## src/rtl/audio_pkg.sv

```systemverilog
// Shared audio types: default frame geometry and the sample / frame-index types.
package audio_pkg;
  localparam int WIDTH = 12;
  localparam int N     = 16;

  typedef logic [WIDTH-1:0]       sample_t;
  typedef logic [$clog2(N)-1:0]   frame_idx_t;
endpackage

```

## src/rtl/sample_bank.sv

```systemverilog
// N-entry sample register file: one write port, full parallel read, async reset.
module sample_bank
  import audio_pkg::*;
#(
  parameter int WIDTH = audio_pkg::WIDTH,
  parameter int N     = audio_pkg::N
) (
  input  logic                 clk,
  input  logic                 rst,
  input  logic                 we,
  input  logic [$clog2(N)-1:0] idx,
  input  logic [WIDTH-1:0]     data,
  output logic [WIDTH-1:0]     q [N]
);
  logic [WIDTH-1:0] mem_q [N];
  logic [WIDTH-1:0] mem_d [N];

  always_comb begin
    mem_d = mem_q;
    if (we) mem_d[idx] = data;
  end

  always_ff @(posedge clk or posedge rst) begin
    if (rst) begin
      for (int i = 0; i < N; i++) mem_q[i] <= '0;
    end else begin
      mem_q <= mem_d;
    end
  end

  assign q = mem_q;
endmodule

```

## src/rtl/sample_framer.sv

```systemverilog
// Ping-pong framer feeding the FFT; launch one cycle after the Nth sample (or on fft_done if busy).
// No input backpressure: samples arriving while a frame is pending are dropped and flag overrun.
// SAMPLE_FRAMER_OFFSET_BINARY_EN: convert offset-binary input to two's complement on write.
module sample_framer
  import audio_pkg::*;
#(
  parameter int WIDTH = audio_pkg::WIDTH,
  parameter int N     = audio_pkg::N
) (
  input  logic             clk,
  input  logic             rst,
  input  logic [WIDTH-1:0] sample_in,
  input  logic             sample_valid,
  input  logic             fft_done,
  output logic             start,
  output logic [WIDTH-1:0] time_samples [0:N-1],
  output logic             fft_busy,
  output logic             overrun
);
  localparam int IW = $clog2(N);

  logic          wr_bank_q, wr_bank_d;
  logic [IW-1:0] wr_idx_q, wr_idx_d;
  logic          full_q, full_d;
  logic          fft_busy_q, fft_busy_d;
  logic          start_q, start_d;
  logic          overrun_q, overrun_d;

  logic             launch, accept, tgt_bank;
  logic [WIDTH-1:0] wr_data;
  logic [WIDTH-1:0] bank0_q [N];
  logic [WIDTH-1:0] bank1_q [N];

`ifdef SAMPLE_FRAMER_OFFSET_BINARY_EN
  assign wr_data = {~sample_in[WIDTH-1], sample_in[WIDTH-2:0]};
`else
  assign wr_data = sample_in;
`endif

  // A launch frees the presented bank in the same edge, so a coincident sample lands there.
  assign launch   = full_q && (!fft_busy_q || fft_done);
  assign accept   = sample_valid && (!full_q || launch);
  assign tgt_bank = launch ? ~wr_bank_q : wr_bank_q;

  always_comb begin
    wr_bank_d  = wr_bank_q;
    wr_idx_d   = wr_idx_q;
    full_d     = full_q;
    fft_busy_d = fft_busy_q;
    start_d    = launch;
    overrun_d  = overrun_q | (sample_valid && full_q && !launch);
    if (accept) wr_idx_d = wr_idx_q + 1'b1;
    if (launch) begin
      wr_bank_d  = ~wr_bank_q;
      full_d     = 1'b0;
      fft_busy_d = 1'b1;
    end else begin
      if (accept && wr_idx_q == IW'(N - 1)) full_d = 1'b1;
      if (fft_done) fft_busy_d = 1'b0;
    end
  end

  always_ff @(posedge clk or posedge rst) begin
    if (rst) begin
      wr_bank_q  <= 1'b0;
      wr_idx_q   <= '0;
      full_q     <= 1'b0;
      fft_busy_q <= 1'b0;
      start_q    <= 1'b0;
      overrun_q  <= 1'b0;
    end else begin
      wr_bank_q  <= wr_bank_d;
      wr_idx_q   <= wr_idx_d;
      full_q     <= full_d;
      fft_busy_q <= fft_busy_d;
      start_q    <= start_d;
      overrun_q  <= overrun_d;
    end
  end

  sample_bank #(.WIDTH(WIDTH), .N(N)) u_bank0 (
    .clk (clk),
    .rst (rst),
    .we  (accept && !tgt_bank),
    .idx (wr_idx_q),
    .data(wr_data),
    .q   (bank0_q)
  );

  sample_bank #(.WIDTH(WIDTH), .N(N)) u_bank1 (
    .clk (clk),
    .rst (rst),
    .we  (accept && tgt_bank),
    .idx (wr_idx_q),
    .data(wr_data),
    .q   (bank1_q)
  );

  always_comb begin
    for (int i = 0; i < N; i++) time_samples[i] = wr_bank_q ? bank0_q[i] : bank1_q[i];
  end

  assign start    = start_q;
  assign fft_busy = fft_busy_q;
  assign overrun  = overrun_q;
endmodule

```

## config.mk

```make
export PLATFORM = sky130hd
export DESIGN_NAME = sample_framer
export DESIGN_NICKNAME = d
export VERILOG_FILES = /design/src/rtl/audio_pkg.sv /design/src/rtl/sample_bank.sv /design/src/rtl/sample_framer.sv
export SDC_FILE = /design/constraint.sdc
export NUM_CORES = 1
export LEC_CHECK = 0
export CELL_PAD_IN_SITES_DETAIL_PLACEMENT = 1
export CELL_PAD_IN_SITES_GLOBAL_PLACEMENT = 1
export CORE_ASPECT_RATIO = 0.6
export CORE_UTILIZATION = 25
export DETAILED_ROUTE_END_ITERATION = 7
export DONT_BUFFER_PORTS = 1
export PLACE_DENSITY = 0.47
export SLEW_MARGIN = 10
export SYNTH_ARGS = -nofsm -noshare
export SYNTH_HDL_FRONTEND = slang
export SYNTH_SLANG_ARGS = --single-unit
```

## constraint.sdc

```tcl
create_clock -name clk -period 17.4 [get_ports clk]
set_clock_uncertainty 0.05 [all_clocks]
set_input_delay 3.48 -clock clk [delete_from_list [all_inputs] [get_ports clk]]
set_output_delay 3.48 -clock clk [all_outputs]
set_load 0.02 [all_outputs]
```

==> Word level (Yosys, flattened, before mapping) <==
Index checks and enable logic that the tools add are counted.
{ "totals": {"reg_bits": 393, "latch_bits": 0, "ram_bits": 0, "mem_bits_ro": 0, "inputBits": 16, "memories": 0} }
{ "op_classes": {"add_sub_neg": 1, "n_mul": 0, "div_mod_pow": 0, "n_lt_le_gt_ge": 2, "n_eq_ne": 1, "shift": 0, "n_mux": 25, "n_bitwise": 3, "n_reduce_logical": 16} }
{ "ops": {"columns": ["cell", "n"], "rows": [
  ["bitwise mux 192 bit", 2],
  ["2-to-1 mux 12 bit", 17],
  ["demux 12 bit (select 4 bit)", 1],
  ["logical AND 1 bit", 8],
  [">= comparator 5 bit (second input constant)", 1],
  ["< comparator 5 x 1 -> 1 bit (second input constant)", 1],
  ["2-to-1 mux 1 bit", 5],
  ["NOT 4 -> 5 bit", 1],
  ["adder 4 x 1 -> 4 bit (second input constant)", 1],
  ["equality test 4 bit (second input constant)", 1],
  ["logical NOT 1 bit", 4],
  ["nonzero test 2 bit", 2],
  ["logical OR 1 bit", 2],
  ["NOT 1 bit", 1],
  ["bitwise OR 1 bit", 1]
]} }

==> Logic depth before layout (Yosys ltp) <==
Gate-level depths: netlist of run 1.
{ "depth": {"ltp_word": 8, "depth_mapped": 7, "ltp_nobuf": 6} }

==> By module <==
From an unflattened synthesis of run 1, not the netlist that was laid out.
{ "hier_totals": {"hier_cells": 1121, "hier_area_um2": 17898.4} }
{ "modules_own_cells": {"columns": ["module", "n_inst", "cells_per_inst", "area_per_inst_um2", "seq_area_each_um2"], "rows": [
  ["sample_bank", 2, 437, 7254.5, 4804.6],
  ["sample_framer", 1, 247, 3389.5, 225.2]
]} }

==> Least setup slack after synthesis of run 1 <==
Ideal clock, no wire load.
{ "synth_path": {"kind": "flip-flop to output port", "startpoint": "register wr_bank_q", "endpoint": "output time_samples[0] (netlist bit)", "t_arrival_ps": 1358, "required_ps": 13870, "path_slack_ps": 12512, "stages_incl_launch_ff": 5, "n_path_buf": 3, "path_cell_list": "dfrtp_1 > buf_2 > clkbuf_1 > buf_2 > mux2_2"} }
{ "synth_lines": {"columns": ["element", "line_no", "rtl"], "rows": [
  ["from (decl)", "sample_framer.sv:22", "logic wr_bank_q, wr_bank_d;"],
  ["from (signal assigned)", "sample_framer.sv:72", "wr_bank_q <= wr_bank_d;"],
  ["to (decl)", "sample_framer.sv:16", "output logic [WIDTH-1:0] time_samples [0:N-1],"]
]} }

==> flow_metrics.tcl, run 1 <==
set metrics [dict create \
    cts_resized 0 \
    dp.cells 2165 \
    synth_cell_types 23 \
    startpoint_type "flip-flop" \
    htree_levels 2 \
    drive_above_1_share 0.218 \
    cts_tree "yes" \
    met2_usage 0.270 \
    final_common_cell "dfrtp_1" \
    met1_usage 0.246 \
    combPwrFrac 0.391 \
    cts_buffers 45 \
    rsz0062_at_grt "no" \
    max_freq_mhz 153 \
    grt_pass1_vias 12600 \
    multiInputGateArea_sq_um 6720 \
    synth_area_sq_um 17100 \
    irDropWorstVdd_mv 0.0979 \
    pwr_density_cell_nw_per_um2 216 \
    min_period_over_period 0.377 \
    dieArea_sq_um 69600 \
    cp_data_required_time_ns 13.87 \
    relSlewSlack 0.206 \
    cpLargestDelayFamily "flip-flops" \
    p_sw_frac 0.406 \
    ant_nets 0 \
    antennaDiodeCount 0 \
    pin_count 211 \
    syn_inst 1386 \
    grt_overflow 0 \
    post-route-min-period_ns 6.56 \
    fin_nets 1332 \
    leakagePower_nw 7.88 \
    ys_ff_latch 393 \
    worstHoldPathType "reg -> reg" \
    drc 0 \
    crit_chain "buf_12 > mux2_2" \
    clock_latency_ns 0.58 \
    tightestPinTransition_ns 1.19 \
    hold_viol_final 0 \
    grt_max_degree 167 \
    cts_setup_buffers 0 \
    synth_edf_count 0 \
    crit_fanout 140 \
    rows 73 \
    synth_fp_nets 1406 \
    yosysWarnings 0 \
    cp.arrival_ns 3.03 \
    drt_iter0_markers 648 \
    core-area_sq_um 67000 \
    status "completed" \
    numClockSinks 393 \
    final_cells 2245 \
    start_util 0.256 \
    worstSetupPathType "reg -> out" \
    critPathBufInv 1 \
    antenna_found_initial 2 \
    seqPwrFrac 0.371 \
    wl_per_cell_microns 27.1 \
    hold_slack_ns 0.430 \
    die_y_microns 205 \
    cts_root_buf "clkbuf_16" \
    cts_buffer_depth 3 \
    clkSlewWorstSetupHoldPaths_ns 0.06 \
    grt_busiest_layer "met2" \
    dp_hpwl_mm 34.8 \
    viasPerCell 5.11 \
    fill_cells 7144 \
    synthFlopType "dfrtp_1" \
    pwr-share-clk 0.238 \
    slowest_delay_ns 1.03 \
    gr-usage-met3 0.0433 \
    totalWireLength_mm 60.8 \
    grt_util_all_layers 0.176 \
    finalSetupTns_ns 0 \
    drv_cap 0 \
    synthToLayoutAreaGrowth_pct 13.2 \
    vias 11500 \
    gp_congestion 0.684 \
    intPower_mw 2.49 \
    avgSynthCellArea_sq_um 12.4 \
    final_cell_mix "392 x dfrtp_1, 384 x o2bb2ai_1, 231 x nand2_1, 193 x mux2_2, 47 x clkbuf_16" \
    final-max-slew-violation-count 0 \
    setup_viol 0 \
    critPathSlowestCell "dfrtp_4" \
    synth-seq-area-share 0.574 \
    grt_first_pass_wirelength_mm 91.3 \
    ff_latch_area_sq_um 9840 \
    endpoint_kind "primary output" \
    power.switching_mw 1.70 \
    drtPass1Iterations 5 \
    ys_async_sr_fraction 1.00 \
    die_x_microns 340 \
    io_buffers 0 \
    cts_hold_buf 0 \
]
==> sequential cells by signal, summed over array words and instances (netlist names) <==
register	count
u_bank1.q	192
fft_busy	1
wr_idx_q	4
full_q	1
u_bank0.q	192
start	1
overrun	1
wr_bank_q	1
==> through the flow <==
stage               power, mW   util  setup slack (ns)  instance area, sq um
finish                   4.19  0.290             10.84                 19400
global route             4.43  0.290             10.70                 19400
CTS                      4.27  0.290             10.79                 19400
detailed placement       3.24  0.267             11.37                 17900
global placement         3.20  0.267             11.33                 17800
floorplan                2.80      -              2.94                 17100
==> metal layers <==
metal,vias to the layer above,share of wire
li1,4982,-
met1,6170,0.47
met2,231,0.45
met3,79,0.052
met4,0,0.021
met5,-,0
==> layout make-up <==
class                           count  area share
Timing Repair Buffer               17     0.00787
Tap cell                          900      0.0581
Sequential cell                   393       0.507
Inverter                            3    0.000968
Multi-Input combinational cell    852       0.347
Clock buffer                       69      0.0716
Clock inverter                     11     0.00736
==> power by group through the flow <==
| stage | registers, mW | clock network [mW] | logic, mW |
|---|---|---|---|
| 3_3_place_gp | 1.55 | 0 | 1.66 |
| 4_1_cts | 1.56 | 1.03 | 1.68 |
| 5_1_grt | 1.61 | 1.06 | 1.76 |
| 3_5_place_dp | 1.56 | 0 | 1.68 |
| 2_1_floorplan | 1.45 | 0 | 1.35 |
| 6_report | 1.55 | 0.997 | 1.64 |
==> synth_stat cells (3+ instances only) <==
| master | count | area [sq um] |
|---|---|---|
| dfrtp_1 | 393 | 9830 |
| ha_1 | 4 | 50.1 |
| buf_1 | 11 | 41.3 |
| mux2_2 | 193 | 2170 |
| nand2_1 | 231 | 867 |
| buf_2 | 62 | 310 |
| o2bb2ai_1 | 384 | 3360 |
| nand2b_1 | 6 | 37.5 |
| inv_1 | 3 | 11.3 |
| clkbuf_1 | 64 | 240 |
| nor2_1 | 17 | 63.8 |
==> cell families (layout without fill, tap and decap cells) <==
group | Yosys count | in the layout | synth area share
DFF | 393 | 393 | 0.574
AOI/OAI and AO/OA | 390 | 390 | 0.199
and+or+nand+nor | 261 | 261 | 0.0591
muxes | 193 | 193 | 0.127
buffers and inverters | 141 | 100 | 0.0356
adders and majority gates | 4 | 4 | 0.00292
xor gates and xnor gates | 4 | 4 | 0.00205
==> worst paths after layout <==
check                          startpoint               end  cells after the start  slack, ns
max                             wr_bank_q  time_samples[17]                      2      10.84
min                        u_bank0.q[111]    u_bank0.q[111]                      1       0.43
max reg2reg                     wr_bank_q    u_bank1.q[167]                      5      13.25
min reg2reg                u_bank0.q[111]    u_bank0.q[111]                      1       0.43
max in group asynchronous             rst    u_bank0.q[177]                      3      12.29
min in group asynchronous             rst     u_bank1.q[87]                      1       2.84
No activity file was read; power rests on OpenSTA's default activity.
==> inputs of run 2 (changes only) <==
==> constraint.sdc (replaced) <==
create_clock -name clk -period 6.6 [get_ports clk]
set_clock_uncertainty 0.05 [all_clocks]
set_input_delay 1.32 -clock clk [delete_from_list [all_inputs] [get_ports clk]]
set_output_delay 1.32 -clock clk [all_outputs]
set_load 0.02 [all_outputs]
==> flow_metrics.tcl, run 2 (synthesized netlist as in run 1, its figures left out) <==
set metrics [dict create \
    dp_hpwl_mm 34.8 \
    cts_hold_buf 0 \
    tightestPinTransition_ns 1.12 \
    min_period_over_period 0.639 \
    cts_buffers 43 \
    grt_util_all_layers 0.175 \
    clock_latency_ns 0.58 \
    dieArea_sq_um 69600 \
    setup_viol 0 \
    endpoint_kind "primary output" \
    drt_iter0_markers 605 \
    die_y_microns 205 \
    cts_tree "yes" \
    drive_above_1_share 0.217 \
    max_freq_mhz 237 \
    numClockSinks 393 \
    antennaDiodeCount 0 \
    cp.arrival_ns 2.85 \
    antenna_found_initial 3 \
    grt_overflow 0 \
    final_cell_mix "392 x dfrtp_1, 384 x o2bb2ai_1, 231 x nand2_1, 193 x mux2_2, 45 x clkbuf_16" \
    viasPerCell 5.10 \
    status "completed" \
    cts_setup_buffers 0 \
    finalSetupTns_ns 0 \
    ant_nets 0 \
    worstHoldPathType "reg -> reg" \
    die_x_microns 340 \
    hold_slack_ns 0.430 \
    cts_root_buf "clkbuf_16" \
    hold_viol_final 0 \
    wl_per_cell_microns 27.0 \
    grt_pass1_vias 12500 \
    grt_max_degree 162 \
    cts_buffer_depth 3 \
    fin_nets 1334 \
    rsz0062_at_grt "no" \
    cp_data_required_time_ns 5.23 \
    grt_first_pass_wirelength_mm 90.8 \
    startpoint_type "flip-flop" \
    synthToLayoutAreaGrowth_pct 13.1 \
    clkSlewWorstSetupHoldPaths_ns 0.06 \
    io_buffers 0 \
    drtPass1Iterations 6 \
    pwr_density_cell_nw_per_um2 566 \
    start_util 0.256 \
    rows 73 \
    final-max-slew-violation-count 0 \
    final_common_cell "dfrtp_1" \
    htree_levels 2 \
    irDropWorstVdd_mv 0.366 \
    totalWireLength_mm 60.6 \
    drc 0 \
    relSlewSlack 0.254 \
    crit_fanout 52 \
    cts_resized 0 \
    drv_cap 0 \
    pin_count 211 \
    final_core_util 0.289 \
    post-route-min-period_ns 4.22 \
    vias 11400 \
    gp_congestion 0.692 \
    core-area_sq_um 67000 \
    worstSetupPathType "reg -> out" \
    leakagePower_nw 7.87 \
]
## run 2: changes by cell type in the layout (fill, tap and decap cells not counted), sizes merged
cell	delta
buf	+4
bufinv	-1
clkinv	-1
clkinvlp	+1
inv	-2
## run 2: path summary, 6_finish.rpt
path / startpoint / to / slack, ns / cells after the start
setup / recovery: wr_bank_q / time_samples[129] / 2.38 / 2
hold / removal: u_bank0.q[138] / u_bank0.q[138] / 0.43 / 1
setup reg to reg: wr_bank_q / u_bank1.q[175] / 3.40 / 5
hold reg to reg: u_bank0.q[138] / u_bank0.q[138] / 0.43 / 1
max in group asynchronous: rst / u_bank0.q[132] / 4.41 / 3
min in group asynchronous: rst / u_bank0.q[86] / 0.62 / 1
## run 2: cell type report
type                    count  area [sq um]
fillers                  7137         47600
multi-input cells         852          6720
clock inverters             8          98.8
clock buffers              69          1370
well taps                 900          1130
inverters                   3          15.0
repair buffers             21           220
flip-flops and latches    393          9840
## run 2: report_power, final
group	switching, mW	internal (mW)	leakage (nW)	total [mW]
sequential	0.638	3.42	5.14	4.06
clock	1.04	1.49	0.718	2.53
combinational	2.77	1.60	2.02	4.37
## run 2: stage by stage
| stage | std cells | cell area, sq um | total power [mW] | worst slack (ns) |
|---|---|---|---|---|
| finish | 2246 | 19400 | 11.0 | 2.38 |
| global route | 2246 | 19400 | 11.6 | 2.22 |
| CTS | 2246 | 19400 | 11.2 | 2.27 |
| detailed placement | 2169 | 17900 | 8.54 | 2.92 |
| global placement | 2169 | 17900 | 8.44 | 2.93 |
| floorplan | 1386 | 17100 | 7.37 | -0.0579 |
## run 2: routing by layer
layer	share of wire	up-vias	global-route usage
li1	-	4988	-
met1	0.48	6154	0.248
met4	0.023	0	0.0479
met2	0.45	214	0.264
met5	0	-	0
met3	0.053	90	0.0450
## run 2: critical path, stage by stage (launching register included)
cell     delay [ns]
dfrtp_4        0.94
buf_4          0.74
mux2_2         0.50
